## src/rtl/serial_char_compare.sv

```systemverilog
// Bit-serial MSB-first magnitude comparator feeding the insertion-sort swap decision.
// Optional early-result mode: define SERIAL_CMP_EARLY_DONE_EN.
module serial_char_compare #(
   parameter int W = 8
) (
   input  logic       CLK,
   input  logic       RST,
   input  logic       St,
   input  logic       R,
   input  logic       x,
   input  logic       y,
   output logic       Busy,
   output logic       Done,
   output logic       LT,
   output logic       EQ,
   output logic       GT,
   output logic       Swap,
   output logic [1:0] state_dbg
);

   localparam int CW = (W > 1) ? $clog2(W) : 1;

   typedef enum logic [1:0] {
      IDLE = 2'd0,
      CMP  = 2'd1,
      DONE = 2'd2
   } state_t;

   state_t          state;
   logic [CW-1:0]   cnt;
   logic            lt_sf;
   logic            gt_sf;
   logic            undecided;
   logic            lt_nx;
   logic            gt_nx;
`ifdef SERIAL_CMP_EARLY_DONE_EN
   logic            first_diff;
`endif

   // Only the first differing bit (MSB first) decides; later bits are ignored.
   always_comb begin
      undecided = ~(lt_sf | gt_sf);
      lt_nx     = lt_sf | (undecided & ~x & y);
      gt_nx     = gt_sf | (undecided & x & ~y);
`ifdef SERIAL_CMP_EARLY_DONE_EN
      first_diff = undecided & (x ^ y);
`endif
   end

   assign state_dbg = state;

   always_ff @(posedge CLK) begin
      if (RST) begin
         state <= IDLE;
         cnt   <= '0;
         lt_sf <= 1'b0;
         gt_sf <= 1'b0;
         Busy  <= 1'b0;
         Done  <= 1'b0;
         LT    <= 1'b0;
         EQ    <= 1'b1;
         GT    <= 1'b0;
         Swap  <= 1'b0;
      end else begin
         Done <= 1'b0;
         case (state)
            IDLE: begin
               if (St && R) begin
                  state <= CMP;
                  cnt   <= CW'(W - 1);
                  lt_sf <= 1'b0;
                  gt_sf <= 1'b0;
                  Busy  <= 1'b1;
               end
            end
            CMP: begin
               lt_sf <= lt_nx;
               gt_sf <= gt_nx;
               cnt   <= cnt - CW'(1);
`ifdef SERIAL_CMP_EARLY_DONE_EN
               if (first_diff) begin
                  Done <= 1'b1;
                  LT   <= lt_nx;
                  EQ   <= 1'b0;
                  GT   <= gt_nx;
                  Swap <= gt_nx;
               end
               // Stay in CMP to track the serializer; a result already reported ends silently.
               if (cnt == '0) begin
                  Busy <= 1'b0;
                  if (!undecided) begin
                     state <= IDLE;
                  end else begin
                     state <= DONE;
                     Done  <= 1'b1;
                     LT    <= lt_nx;
                     EQ    <= ~(lt_nx | gt_nx);
                     GT    <= gt_nx;
                     Swap  <= gt_nx;
                  end
               end
`else
               if (cnt == '0) begin
                  state <= DONE;
                  Busy  <= 1'b0;
                  Done  <= 1'b1;
                  LT    <= lt_nx;
                  EQ    <= ~(lt_nx | gt_nx);
                  GT    <= gt_nx;
                  Swap  <= gt_nx;
               end
`endif
            end
            DONE: begin
               state <= IDLE;
            end
            default: begin
               state <= IDLE;
               Busy  <= 1'b0;
            end
         endcase
      end
   end

endmodule

```

## config.mk

```make
export PLATFORM = sky130hd
export DESIGN_NAME = serial_char_compare
export DESIGN_NICKNAME = d
export VERILOG_FILES = /design/src/rtl/serial_char_compare.sv
export SDC_FILE = /design/constraint.sdc
export NUM_CORES = 1
export LEC_CHECK = 0
export BUFFER_PORTS_ARGS = -buffer_cell sky130_fd_sc_hd__buf_2
export CAP_MARGIN = 10
export CORE_AREA = 4 4 41 43
export CTS_CLUSTER_SIZE = 30
export DETAILED_ROUTE_END_ITERATION = 8
export DIE_AREA = 0 0 45 47
export PLACE_DENSITY = 0.69
export SYNTH_ARGS = -nofsm -noshare
export SYNTH_HDL_FRONTEND = slang
export SYNTH_SLANG_ARGS = --single-unit
```

## constraint.sdc

```tcl
create_clock -name CLK -period 1.8 [get_ports CLK]
set_input_delay 0.18 -clock CLK [delete_from_list [all_inputs] [get_ports CLK]]
set_output_delay 0.18 -clock CLK [all_outputs]
set_load 0.01 [all_outputs]
```

==> results of run 1 <==
metal layers:
layer / wire (um) / vias to the layer above
li1: - / 215
met1: 458 / 186
met2: 423 / 12
met3: 73 / 2
met4: 11 / 0
met5: 0 / -
critical path, cell delays in order, from the launching register on:
cell	delay, ps
dfxtp_1	320
inv_1	60
ha_1	140
ha_1	210
nand3b_1	210
o41ai_1	360
power breakdown:
part / total, W / internal [W] / switching (W) / leakage (nW)
logic: 0.0000992 / 0.0000489 / 0.0000503 / 0.150
registers: 0.000293 / 0.000283 / 0.00000990 / 0.0982
clock network: 0.000209 / 0.000123 / 0.0000860 / 0.0210
total: 0.000601 / 0.000455 / 0.000146 / 0.269
Yosys cell counts:
cell and instances:
a22oi_1 2, and2_1 1, o21ai_0 2, o41ai_1 1, nor3b_1 2, nand3b_1 1
nor3_1 4, nand2_1 1, a21oi_1 9, ha_1 2, mux2_4 2, nor2_1 4
nand4bb_1 1, nand2b_1 1, inv_1 3, buf_4 1, buf_6 1, nor2b_1 1
clkbuf_1 1, xor2_1 1, dfxtp_1 12
cell type report:
| type | instances | area [sq um] | share of cell area |
|---|---|---|---|
| clock buffers | 4 | 36.3 | 0.0592 |
| inverters | 3 | 11.3 | 0.0184 |
| multi-input cells | 35 | 234 | 0.382 |
| flip-flops and latches | 12 | 240 | 0.392 |
| well taps | 15 | 18.8 | 0.0306 |
| repair buffers | 14 | 72.6 | 0.118 |
stage by stage:
step	setup slack (ps)	total power, W	hold slack (ps)	area (sq um)	std cells
floorplan	576	0.000372	273	508	53
global placement	438	0.000399	441	577	79
detailed placement	431	0.000400	448	577	79
CTS	388	0.000609	212	613	83
global route	258	0.000637	222	613	83
finish	404	0.000601	220	613	83
cell families after synthesis:
kind of cell	synth area share
AO/OA/AOI/OAI	0.155
XOR/XNOR	0.0172
flip-flops	0.473
buffers and inverters	0.0665
AND/OR/NAND/NOR	0.180
adder cells (fa/ha/maj)	0.0493
multiplexers	0.0591
path summary, 6_finish.rpt:
| check | startpoint | to | slack (ps) | depth (start not counted) |
|---|---|---|---|---|
| max | cnt[0] | EQ | 400 | 5 |
| min reg2reg | Busy | Busy | 450 | 2 |
| min | RST | cnt[1] | 220 | 2 |
| max reg2reg | cnt[0] | EQ | 400 | 5 |
sequential cells by signal (all words and copies together) (netlist names):
signal	flops
Done	1
Busy	1
gt_sf	1
LT	1
state_dbg	2
Swap	1
EQ	1
cnt	3
lt_sf	1
==> impl_metrics.ini, run 1 <==
[run_status]
status = complete, no violations

[placed_design]
portBuffers = 13
gp_congestion = 0.759
hpwl_um = 729

[global_routing]
grt.busiest_layer = met2
use_met1 = 0.136
grt_first_pass_wirelength_um = 1620
grt_start_max_net_pins = 13
grt-ovfl-total = 0
grt_antenna_before_repair = 0
grt.total_usage = 0.112
grtUsageMet2 = 0.164
grt_pass1_vias = 386
met3_usage = 0.0230

[die]
die_area_sq_um = 2120
num_rows = 13
initial_core_util = 0.390
io-pin-count = 14
die_x_um = 45
core-area_sq_um = 1300
chipHeight_um = 47

[critical_path]
crit_type = flip-flop to flip-flop
end_kind = flip-flop
path_max_fanout = 6
cp_data_arrival_time_ps = 1560
cp.required_ps = 1970
worstSetupStartpointType = flip-flop

[synthesis]
syn-num-nets = 61
yosysUniqueCellTypes = 21
yosysTopAreaCell = dfxtp_1
synth_sequential_area_ratio = 0.473
ys_ff_latch = 12
ys_top_cells_by_area = dfxtp_1 47%, a21oi_1 8.9%, mux2_4 5.9%
syn_area_per_cell_sq_um = 9.58
synth_area_sq_um = 508
synth_top_area_share = 0.473
postSynthCellCount = 53
ys_warn_count = 0

[timing]
worst_pin_slew_ps = 322
rsz0062_at_grt = no
finalSetupViolCount = 0
finalCritPeriodShare = 0.776
slew_headroom = 0.784
min_period_ps = 1400
max_freq_mhz = 716
fin_tns_setup_ps = 0
hold_viol_final = 0
clock_skew_ps = 2.68
maxSlewViolCount = 0

[cts]
cts_hold_buf = 0
clk_latency_ps = 270
root_buffer = clkbuf_4
cts_resized = 0
cts.reportedPaths.clkPinSlew_ps = 70
tritoncts = built
htreeDepth = 1
cts_buffers = 3
cts_setup_buffers = 0
cts_num_sinks = 12
cts.path.max_buffers = 2

[detailed_routing]
post_drt_wl_per_cell_um = 11.7
ant_nets = 0
dr.pass1.iters = 2
first_iter_violations = 4
dr_total_vias = 415
drc = 0
viasPerCell = 5.00
routed_wl_um = 967

[cells_and_area]
final_cell_mix = 13 x buf_2, 12 x dfxtp_1, 9 x a21oi_1
nets = 77
antennaDiodeCount = 0
syn_to_final_growth_pct = 20.7
drive_above_1_share = 0.294
utilization = 0.471
final_common_cell = buf_2
nFillCells = 142

[power_and_ir_drop]
power_density_nw_per_um2 = 981
ir_worst_vdd_v = 0.000494
total_leakage_power_nw = 0.269

[worst_hold_path]
min_path_type = input port to flip-flop

[job]
drv_cap = 0
Power figures use the tool's default switching activity.
==> run 2, diff against run 1 <==
==> constraint.sdc (replaced) <==
create_clock -name CLK -period 1.4 [get_ports CLK]
set_input_delay 0.14 -clock CLK [delete_from_list [all_inputs] [get_ports CLK]]
set_output_delay 0.14 -clock CLK [all_outputs]
set_load 0.01 [all_outputs]
==> run 2 against run 1 <==
Compared with the run above: cell area up 6.9%; total power up 21%; die area did not move; combinational power rose by 60%; first-iteration DRC count decreased by 50%; maximum frequency increased by 5.6%; clock power is 7% lower; via count is 5.3% higher; critical path depth up 2.
==> impl_metrics.ini, run 2 (synthesis results as in run 1) <==
[run_status]
status = complete, no violations

[worst_hold_path]
min_path_type = input port to flip-flop
hold_start = RST
whs_endpoint = gt_sf
hold_path_depth = 2

[placed_design]
gp_congestion = 0.763
pre_cts_slack_ps = 52.0
hpwl_um = 756
portBuffers = 13

[global_routing]
grt_pass1_vias = 399
grt_antenna_before_repair = 0
grt-ovfl-total = 0
grt_start_max_net_pins = 13
grt.total_usage = 0.110
grt_first_pass_wirelength_um = 1640

[cells_and_area]
largest_reg_flops = 3
syn_to_final_growth_pct = 29.1
final_common_cell = buf_2
top_register = cnt
nets = 80
antennaDiodeCount = 0
utilization = 0.504
final_cell_mix = 13 x buf_2, 12 x dfxtp_1, 8 x a21oi_1
drive_above_1_share = 0.386

[cts]
root_buffer = clkbuf_4
cts_buffers = 3
cts_num_sinks = 12
clk_latency_ps = 260
cts.path.max_buffers = 2
tritoncts = built
cts.reportedPaths.clkPinSlew_ps = 70
htreeDepth = 1

[critical_path]
path_max_fanout = 6
critPathBufInv = 2
crit_chain = inv_1, ha_1, ha_4, nand3b_1, buf_4, a21oi_2, o41ai_2
worstSetupStartpointType = flip-flop
cp_slowest_cell = dfxtp_1
crit_type = flip-flop to flip-flop
end_kind = flip-flop
r2r_end = EQ
cp_slowest_stage_delay_ps = 300
crit_family = adder cells
cp.required_ps = 1540
r2r_slack_ps = 80
r2r_cells = 7
r2r_start = cnt[1]
cp_data_arrival_time_ps = 1470

[detailed_routing]
dr.pass1.iters = 4
first_iter_violations = 2
viasPerCell = 5.14
routed_wl_um = 1120
post_drt_wl_per_cell_um = 13.2
ant_nets = 0
dr_total_vias = 437
drc = 0

[timing]
worst_pin_slew_ps = 375
finalSetupViolCount = 0
clock_skew_ps = 1.23
hold_viol_final = 0
max_freq_mhz = 756
finalCritPeriodShare = 0.944
slew_headroom = 0.749
fin_ws_ps = 77.9
min_period_ps = 1320
maxSlewViolCount = 0

[power_and_ir_drop]
power_density_nw_per_um2 = 1110
ir_worst_vdd_v = 0.000625
finalPower_w = 0.000731
total_leakage_power_nw = 0.278

[die]
num_rows = 13
die_x_um = 45
initial_core_util = 0.390
core-area_sq_um = 1300
die_area_sq_um = 2120
io-pin-count = 14
chipHeight_um = 47

[job]
drv_cap = 0
==> run 2: worst max-delay path by stage <==
| stage | depth (start not counted) | endpoint | startpoint |
|---|---|---|---|
| 2_1_floorplan | 5 | EQ | cnt[0] |
| 3_3_place_gp | 5 | EQ | cnt[1] |
| 3_5_place_dp | 5 | EQ | cnt[1] |
| 4_1_cts | 5 | EQ | cnt[1] |
| 5_1_grt | 7 | LT | cnt[0] |
| 6_report | 7 | EQ | cnt[1] |
==> run 2: layer usage <==
metal	up-vias	wire length, um	part of all wire	track usage
met3	2	73	0.065	0.0383
met5	-	0	0	0
met1	204	519	0.46	0.138
met2	10	517	0.46	0.153
li1	221	-	-	-
met4	0	11	0.0098	0.0877
==> run 2: final cells by class <==
type                    instances  area [sq um]
repair buffers                 17          95.1
fillers                       135           646
multi-input cells              35           268
well taps                      15          18.8
inverters                       3          11.3
flip-flops and latches         12           240
clock buffers                   3          22.5
==> run 2: what timing repair did <==
| action | in CTS | in global routing |
|---|---|---|
| setup endpoints to repair | 0 | 3 |
| setup buffers | 0 | 1 |
| gates resized for setup | 0 | 6 |
| hold buffers | 0 | 0 |
==> run 2: power by group <==
part / internal [W] / switching (W)
Combinational: 0.0000811 / 0.0000782
Clock: 0.0000992 / 0.0000960
Sequential: 0.000365 / 0.0000117
Total: 0.000545 / 0.000186
==> run 2: worst register-to-register path: cells and delay by family (launching register included) <==
| family | cells | cell delay [ps] |
|---|---|---|
| AND/OR/NAND/NOR | 1 | 80 |
| adder cells (fa/ha/maj) | 2 | 340 |
| buffers and inverters | 2 | 250 |
| flip-flops | 1 | 300 |
| AO/OA/AOI/OAI | 2 | 240 |
==> run 2: metrics by stage <==
step	hold slack, ps	setup TNS [ps]	instance area [sq um]	instances
2_1_floorplan	233	0	508	53
3_3_place_gp	442	0	592	81
3_5_place_dp	448	0	592	81
4_1_cts	188	0	614	84
5_1_grt	200	-79.0	656	85
6_report	205	0	656	85
